[src/rtl/uart_tx_scheduler.sv]
// uart_tx_scheduler: round-robin sharing of one byte UART transmitter between two 16-bit word requesters
module uart_tx_scheduler #(
    parameter logic [2:0] DEFAULT_BAUD = 3'd7,
    parameter int         GAP_CYCLES   = 16,
    parameter int         ACK_TIMEOUT  = 64
) (
    input  logic        clk,
    input  logic        reset,
    input  logic        req0,
    input  logic        req1,
    input  logic [15:0] data0,
    input  logic [15:0] data1,
    input  logic [2:0]  baud0,
    input  logic [2:0]  baud1,
    output logic        gnt0,
    output logic        gnt1,
    output logic        done0,
    output logic        done1,
    output logic [7:0]  tx_data,
    output logic        tx_wr,
    input  logic        tx_busy,
    output logic [2:0]  baud_select,
    output logic        busy,
    output logic        retry_err
);
    localparam logic [2:0] IDLE      = 3'd0;
    localparam logic [2:0] LOAD      = 3'd1;
    localparam logic [2:0] WAIT_ACK  = 3'd2;
    localparam logic [2:0] WAIT_DONE = 3'd3;
    localparam logic [2:0] GAP       = 3'd4;
    localparam int CW = $clog2(GAP_CYCLES > ACK_TIMEOUT ? GAP_CYCLES : ACK_TIMEOUT) + 1;
    localparam logic [CW-1:0] GAP_LAST = CW'(GAP_CYCLES - 1);
    localparam logic [CW-1:0] ACK_LAST = CW'(ACK_TIMEOUT - 1);
    localparam logic [CW-1:0] ONE      = CW'(1);

    logic [2:0]    state;
    logic [15:0]   word;
    logic          id;
    logic          last;
    logic          win;
    logic [1:0]    k;
    logic [CW-1:0] cnt;
    logic [3:0]    nib;

    // on a tie the requester not served last wins
    assign win  = (req0 && req1) ? ~last : req1;
    assign nib  = word[{k, 2'b00} +: 4];
    assign busy = state != IDLE;

    always_ff @(posedge clk) begin
        if (!reset) begin
            state       <= IDLE;
            word        <= 16'h0000;
            id          <= 1'b0;
            last        <= 1'b1;
            k           <= 2'd3;
            cnt         <= '0;
            tx_wr       <= 1'b0;
            tx_data     <= 8'h00;
            baud_select <= DEFAULT_BAUD;
            gnt0        <= 1'b0;
            gnt1        <= 1'b0;
            done0       <= 1'b0;
            done1       <= 1'b0;
            retry_err   <= 1'b0;
        end else begin
            gnt0  <= 1'b0;
            gnt1  <= 1'b0;
            done0 <= 1'b0;
            done1 <= 1'b0;
            tx_wr <= 1'b0;
            case (state)
                IDLE: if (req0 || req1) begin
                    id          <= win;
                    word        <= win ? data1 : data0;
                    baud_select <= win ? baud1 : baud0;
                    gnt0        <= ~win;
                    gnt1        <= win;
                    k           <= 2'd3;
                    state       <= LOAD;
                end
                LOAD: begin
                    tx_wr   <= 1'b1;
                    tx_data <= {id, 1'b0, k, nib};
                    cnt     <= '0;
                    state   <= WAIT_ACK;
                end
                // a busy level only counts as an ack once the strobe has been issued
                WAIT_ACK: if (tx_busy) begin
                    state <= WAIT_DONE;
                end else if (cnt == ACK_LAST) begin
                    retry_err <= 1'b1;
                    state     <= LOAD;
                end else begin
                    cnt <= cnt + ONE;
                end
                WAIT_DONE: if (!tx_busy) begin
                    if (k != 2'd0) begin
                        k     <= k - 2'd1;
                        state <= LOAD;
                    end else begin
                        done0 <= ~id;
                        done1 <= id;
                        last  <= id;
                        cnt   <= '0;
                        state <= GAP;
                    end
                end
                GAP: if (cnt == GAP_LAST) state <= IDLE; else cnt <= cnt + ONE;
                default: state <= IDLE;
            endcase
        end
    end
endmodule

[config.mk]
export PLATFORM = sky130hd
export DESIGN_NAME = uart_tx_scheduler
export DESIGN_NICKNAME = d
export VERILOG_FILES = /design/src/rtl/uart_tx_scheduler.sv
export SDC_FILE = /design/constraint.sdc
export NUM_CORES = 1
export LEC_CHECK = 0
export ABC_AREA = 1
export BUFFER_PORTS_ARGS = -buffer_cell sky130_fd_sc_hd__buf_2
export CORE_ASPECT_RATIO = 1.1
export CORE_MARGIN = 2
export CORE_UTILIZATION = 45
export DETAILED_ROUTE_END_ITERATION = 6
export PLACE_DENSITY = 0.8
export SETUP_SLACK_MARGIN = 0.05
export SLEW_MARGIN = 25
export SYNTH_ARGS = -nofsm -noshare
export SYNTH_HDL_FRONTEND = slang
export SYNTH_SLANG_ARGS = --single-unit
[constraint.sdc]
create_clock -name clk -period 2 [get_ports clk]
set_input_delay 0 -clock clk [delete_from_list [all_inputs] [get_ports clk]]
set_output_delay 0 -clock clk [all_outputs]
set_load 0.005 [all_outputs]
==> run_summary.xml <==
<?xml version="1.0" encoding="UTF-8"?>
<metrics>
  <group name="cts">
    <metric name="cts.root.buffer_cell" unit="">sky130_fd_sc_hd__clkbuf_8</metric>
    <metric name="tritoncts.num_buffers" unit="">5</metric>
    <metric name="h-tree-depth" unit="">2</metric>
    <metric name="clock_path_buffers" unit="">2</metric>
    <metric name="clkTransAtPathRegs" unit="ns">0.08</metric>
    <metric name="clkLatencyLatePin" unit="ns">0.29</metric>
    <metric name="cts_tree" unit="">built</metric>
    <metric name="clock_sink_count" unit="">46</metric>
  </group>
  <group name="critical_path">
    <metric name="cp_data_required_time" unit="ns">2.23</metric>
    <metric name="ff2ff_path_depth" unit="">7</metric>
    <metric name="timing.setup.critical_path_class" unit="">reg2reg</metric>
    <metric name="end_kind" unit="">flip-flop</metric>
    <metric name="critical_path.startpoint_type" unit="">flip-flop</metric>
    <metric name="cp_data_arrival_time" unit="ns">2.16</metric>
    <metric name="r2r_start" unit="">state[0]</metric>
    <metric name="critPathMaxStageDelay" unit="ns">0.59</metric>
    <metric name="r2r_end" unit="">word[1]</metric>
    <metric name="rrSetupSlack" unit="ns">0.08</metric>
    <metric name="critical-path-top-delay-family" unit="">buffers and inverters</metric>
    <metric name="worst-path-buf-inv" unit="">2</metric>
    <metric name="worstPathMaxFanout" unit="">21</metric>
    <metric name="cp_cell_sequence" unit="">nor2_2, nand2_2, nor2_4, buf_12, o21ai_0, a21oi_1, dlygate4sd3_1</metric>
    <metric name="crit_path_top_delay_cell" unit="">sky130_fd_sc_hd__dlygate4sd3_1</metric>
  </group>
  <group name="yosys">
    <metric name="ys_types" unit="">29</metric>
    <metric name="synth_cells" unit="">312</metric>
    <metric name="synth_area_leaders" unit="">sky130_fd_sc_hd__dfxtp_1 42%, sky130_fd_sc_hd__a21oi_1 11%, sky130_fd_sc_hd__o21ai_0 8.8%</metric>
    <metric name="yosysMostFrequentCell" unit="">sky130_fd_sc_hd__a21oi_1</metric>
    <metric name="synth_sequential_area_ratio" unit="%">41.7</metric>
    <metric name="post_synth_instance_area" unit="mm²">0.00221</metric>
    <metric name="yosys.area.top_type" unit="">sky130_fd_sc_hd__dfxtp_1</metric>
    <metric name="synth_async_sr_flop_share" unit="%">0</metric>
    <metric name="syn_avg_cell_area" unit="µm²">7.09</metric>
    <metric name="number_of_synthesized_flops_with_an_enable_pin" unit="">0</metric>
    <metric name="fraction_of_synthesized_cell_area_taken_by_the_top_area_cell_type" unit="%">41.7</metric>
    <metric name="synth_warnings" unit="">0</metric>
    <metric name="ys.flop_type" unit="">sky130_fd_sc_hd__dfxtp_1</metric>
    <metric name="ys_seq_elements" unit="">46</metric>
    <metric name="synthesis.nets" unit="">357</metric>
    <metric name="synth_top_cells_by_count" unit="">49 x sky130_fd_sc_hd__a21oi_1, 47 x sky130_fd_sc_hd__nand2_1, 46 x sky130_fd_sc_hd__dfxtp_1, 39 x sky130_fd_sc_hd__o21ai_0, 33 x sky130_fd_sc_hd__inv_1</metric>
  </group>
  <group name="pwr">
    <metric name="irDropWorstVdd" unit="mV">0.818</metric>
    <metric name="power_density_over_cell_area" unit="mW/mm²">1210</metric>
    <metric name="power.static_leakage" unit="µW">0.00143</metric>
  </group>
  <group name="layout">
    <metric name="ant_cells" unit="">0</metric>
    <metric name="area_grow_syn2layout" unit="%">36.7</metric>
    <metric name="number_of_filler_instances_in_the_final_layout" unit="">389</metric>
    <metric name="fin_nets" unit="">451</metric>
    <metric name="multiInputGateArea" unit="mm²">0.00106</metric>
    <metric name="area.sequential" unit="µm²">921</metric>
    <metric name="stdcell_area" unit="mm²">0.00302</metric>
    <metric name="final_layout_size_suffix_gt1_share" unit="%">23.1</metric>
  </group>
  <group name="grt">
    <metric name="grt_max_degree" unit="">32</metric>
    <metric name="grtUsageTotal" unit="%">22.1</metric>
    <metric name="grt_antenna_before_repair" unit="">0</metric>
    <metric name="grt_first_pass_wirelength" unit="µm">9900</metric>
    <metric name="grt_overflow_total" unit="">0</metric>
    <metric name="first_global_vias" unit="">2312</metric>
  </group>
  <group name="timing">
    <metric name="worst-slew-pin-transition" unit="ns">0.528</metric>
    <metric name="timing.final.ws_setup" unit="ns">0.0757</metric>
    <metric name="clock-skew-final" unit="ns">0.00518</metric>
    <metric name="finalCriticalPeriod" unit="ns">1.92</metric>
    <metric name="setup_viol_count_final" unit="">0</metric>
    <metric name="rsz0062_at_grt" unit="">true</metric>
    <metric name="finalMaxSlewViolations" unit="">0</metric>
    <metric name="max-slew-margin-rel" unit="%">64.7</metric>
    <metric name="maximum_clock_rate" unit="GHz">0.520</metric>
    <metric name="timing.final.crit_share" unit="%">96.2</metric>
    <metric name="timing.final.hold_violations" unit="">0</metric>
  </group>
  <group name="routing">
    <metric name="routed_wl" unit="µm">6250</metric>
    <metric name="vias_per_cell" unit="">5.32</metric>
    <metric name="wirelength_per_cell" unit="µm">13.5</metric>
    <metric name="drt_antenna_net_count" unit="">0</metric>
    <metric name="drt_iter0_markers" unit="">104</metric>
    <metric name="detail_route.drc_violations" unit="">0</metric>
    <metric name="firstDrtPassIters" unit="">5</metric>
    <metric name="vias" unit="">2465</metric>
  </group>
  <group name="run">
    <metric name="maxCapViolCount" unit="">0</metric>
  </group>
  <group name="floorplan">
    <metric name="ios" unit="">61</metric>
    <metric name="core_area" unit="mm²">0.00468</metric>
    <metric name="floorplan.die_area" unit="mm²">0.00549</metric>
    <metric name="starting_density" unit="%">47.2</metric>
    <metric name="row_count" unit="">26</metric>
    <metric name="die_x" unit="µm">70.8</metric>
    <metric name="dieHeight" unit="µm">77.5</metric>
  </group>
  <group name="outcome">
    <metric name="status" unit="">finished, final reports clean</metric>
  </group>
  <group name="place">
    <metric name="place_worst_setup_slack" unit="ns">0.378</metric>
    <metric name="detailedPlacementHpwl" unit="µm">3660</metric>
    <metric name="port_buffers" unit="">59</metric>
    <metric name="dpl_cell_area" unit="mm²">0.00252</metric>
    <metric name="routabilityCongestion" unit="">0.864</metric>
  </group>
  <group name="min_path">
    <metric name="hp-class" unit="">in2reg</metric>
    <metric name="hold-path-endpoint" unit="">word[11]</metric>
    <metric name="whs_path_depth" unit="">3</metric>
    <metric name="hold_path_startpoint" unit="">data1[11]</metric>
  </group>
</metrics>
-- tightest hold or removal path: stages --
cell                      delay (ns)
sky130_fd_sc_hd__buf_2          0.07
sky130_fd_sc_hd__a21oi_1        0.05
sky130_fd_sc_hd__a21oi_1        0.15
-- worst max-delay path by stage --
stage,start,end,slack (ns),cells past startpoint
floorplan,cnt[0],cnt[1],0.61,9
global placement,k[0],cnt[5],0.48,8
detailed placement,k[0],k[1],0.38,8
CTS,state[2],word[10],0.15,7
global route,state[0],word[1],-0.007,7
finish,state[0],word[1],0.08,7
-- layout make-up --
class,instances,share of cell area (%)
clock buffer,7,2.86
clock inverter,1,0.166
inverter,38,4.93
multi-input combinational,212,35.1
sequential,46,30.5
tap,56,2.32
timing repair buffer,102,23.9
timing repair inverter,1,0.248
-- flip-flops by register name, indices dropped and copies added (netlist names) --
| register | count |
|---|---|
| tx_data | 7 |
| retry_err | 1 |
| done0 | 1 |
| last | 1 |
| state | 3 |
| cnt | 7 |
| id | 1 |
| baud_select | 3 |
| k | 2 |
| word | 16 |
| tx_wr | 1 |
| gnt0 | 1 |
| gnt1 | 1 |
| done1 | 1 |
-- layer usage --
metal | wire length [µm] | GRT usage [%] | up-vias
li1 | - | - | 1217
met1 | 2530 | 25.5 | 1140
met2 | 3260 | 39.6 | 93
met3 | 327 | 5.06 | 15
met4 | 132 | 7.55 | 0
met5 | 0 | 0 | -
-- power breakdown --
| group | leakage [µW] | switching [µW] | internal [µW] |
|---|---|---|---|
| Clock | 0.0000482 | 306 | 279 |
| Combinational | 0.00101 | 907 | 757 |
| Sequential | 0.000379 | 205 | 1210 |
| Total | 0.00143 | 1420 | 2250 |
-- cell usage in the layout (no fill, tap or decap), types with 3 or more instances in the layout --
cell / synthesis / final
sky130_fd_sc_hd__buf_2: 4 / 59
sky130_fd_sc_hd__a21oi_1: 49 / 49
sky130_fd_sc_hd__nand2_1: 47 / 47
sky130_fd_sc_hd__dfxtp_1: 46 / 46
sky130_fd_sc_hd__o21ai_0: 39 / 39
sky130_fd_sc_hd__dlygate4sd3_1: 0 / 37
sky130_fd_sc_hd__inv_1: 33 / 32
sky130_fd_sc_hd__nor2_1: 29 / 29
sky130_fd_sc_hd__nand3_1: 9 / 9
sky130_fd_sc_hd__o22ai_1: 6 / 6
sky130_fd_sc_hd__nand4_1: 6 / 6
sky130_fd_sc_hd__clkbuf_8: 0 / 6
sky130_fd_sc_hd__buf_4: 2 / 5
sky130_fd_sc_hd__nand2_2: 4 / 4
sky130_fd_sc_hd__o21ai_1: 4 / 4
sky130_fd_sc_hd__inv_2: 4 / 3
sky130_fd_sc_hd__nand3_2: 3 / 3
sky130_fd_sc_hd__a21oi_2: 3 / 3
-- cells by family after synthesis --
| kind of cell | count (synthesis) | synth area share (%) |
|---|---|---|
| XOR/XNOR | 1 | 0.396 |
| flip-flops | 46 | 41.7 |
| AO/OA/AOI/OAI | 104 | 24.8 |
| adder cells (fa/ha/maj) | 2 | 1.13 |
| other | 1 | 0.170 |
| buffers and inverters | 54 | 10.4 |
| AND/OR/NAND/NOR | 104 | 21.4 |
-- repair_timing --
| item | 4_1_cts | 5_1_grt |
|---|---|---|
| setup endpoints to repair | 0 | 17 |
| gates resized for setup | 0 | 7 |
| hold buffers | 37 | 0 |
| buffers inserted | 0 | 2 |
| endpoints found under the hold margin | 19 | 0 |
-- stage by stage --
stage                     setup TNS, ns  hold WS (ns)  cells  power (µW)  utilization (%)
final                                 0        0.0328    463        3670             64.5
after global routing            -0.0104        0.0302    463        3940             64.5
after CTS                             0        0.0209    460        3530             63.6
after detailed placement              0         0.256    415        2750             53.8
after global placement                0         0.250    415        2700             53.8
after floorplan                       0         0.144    312        2400                -
Note: power is estimated with default switching activity, not from simulation.
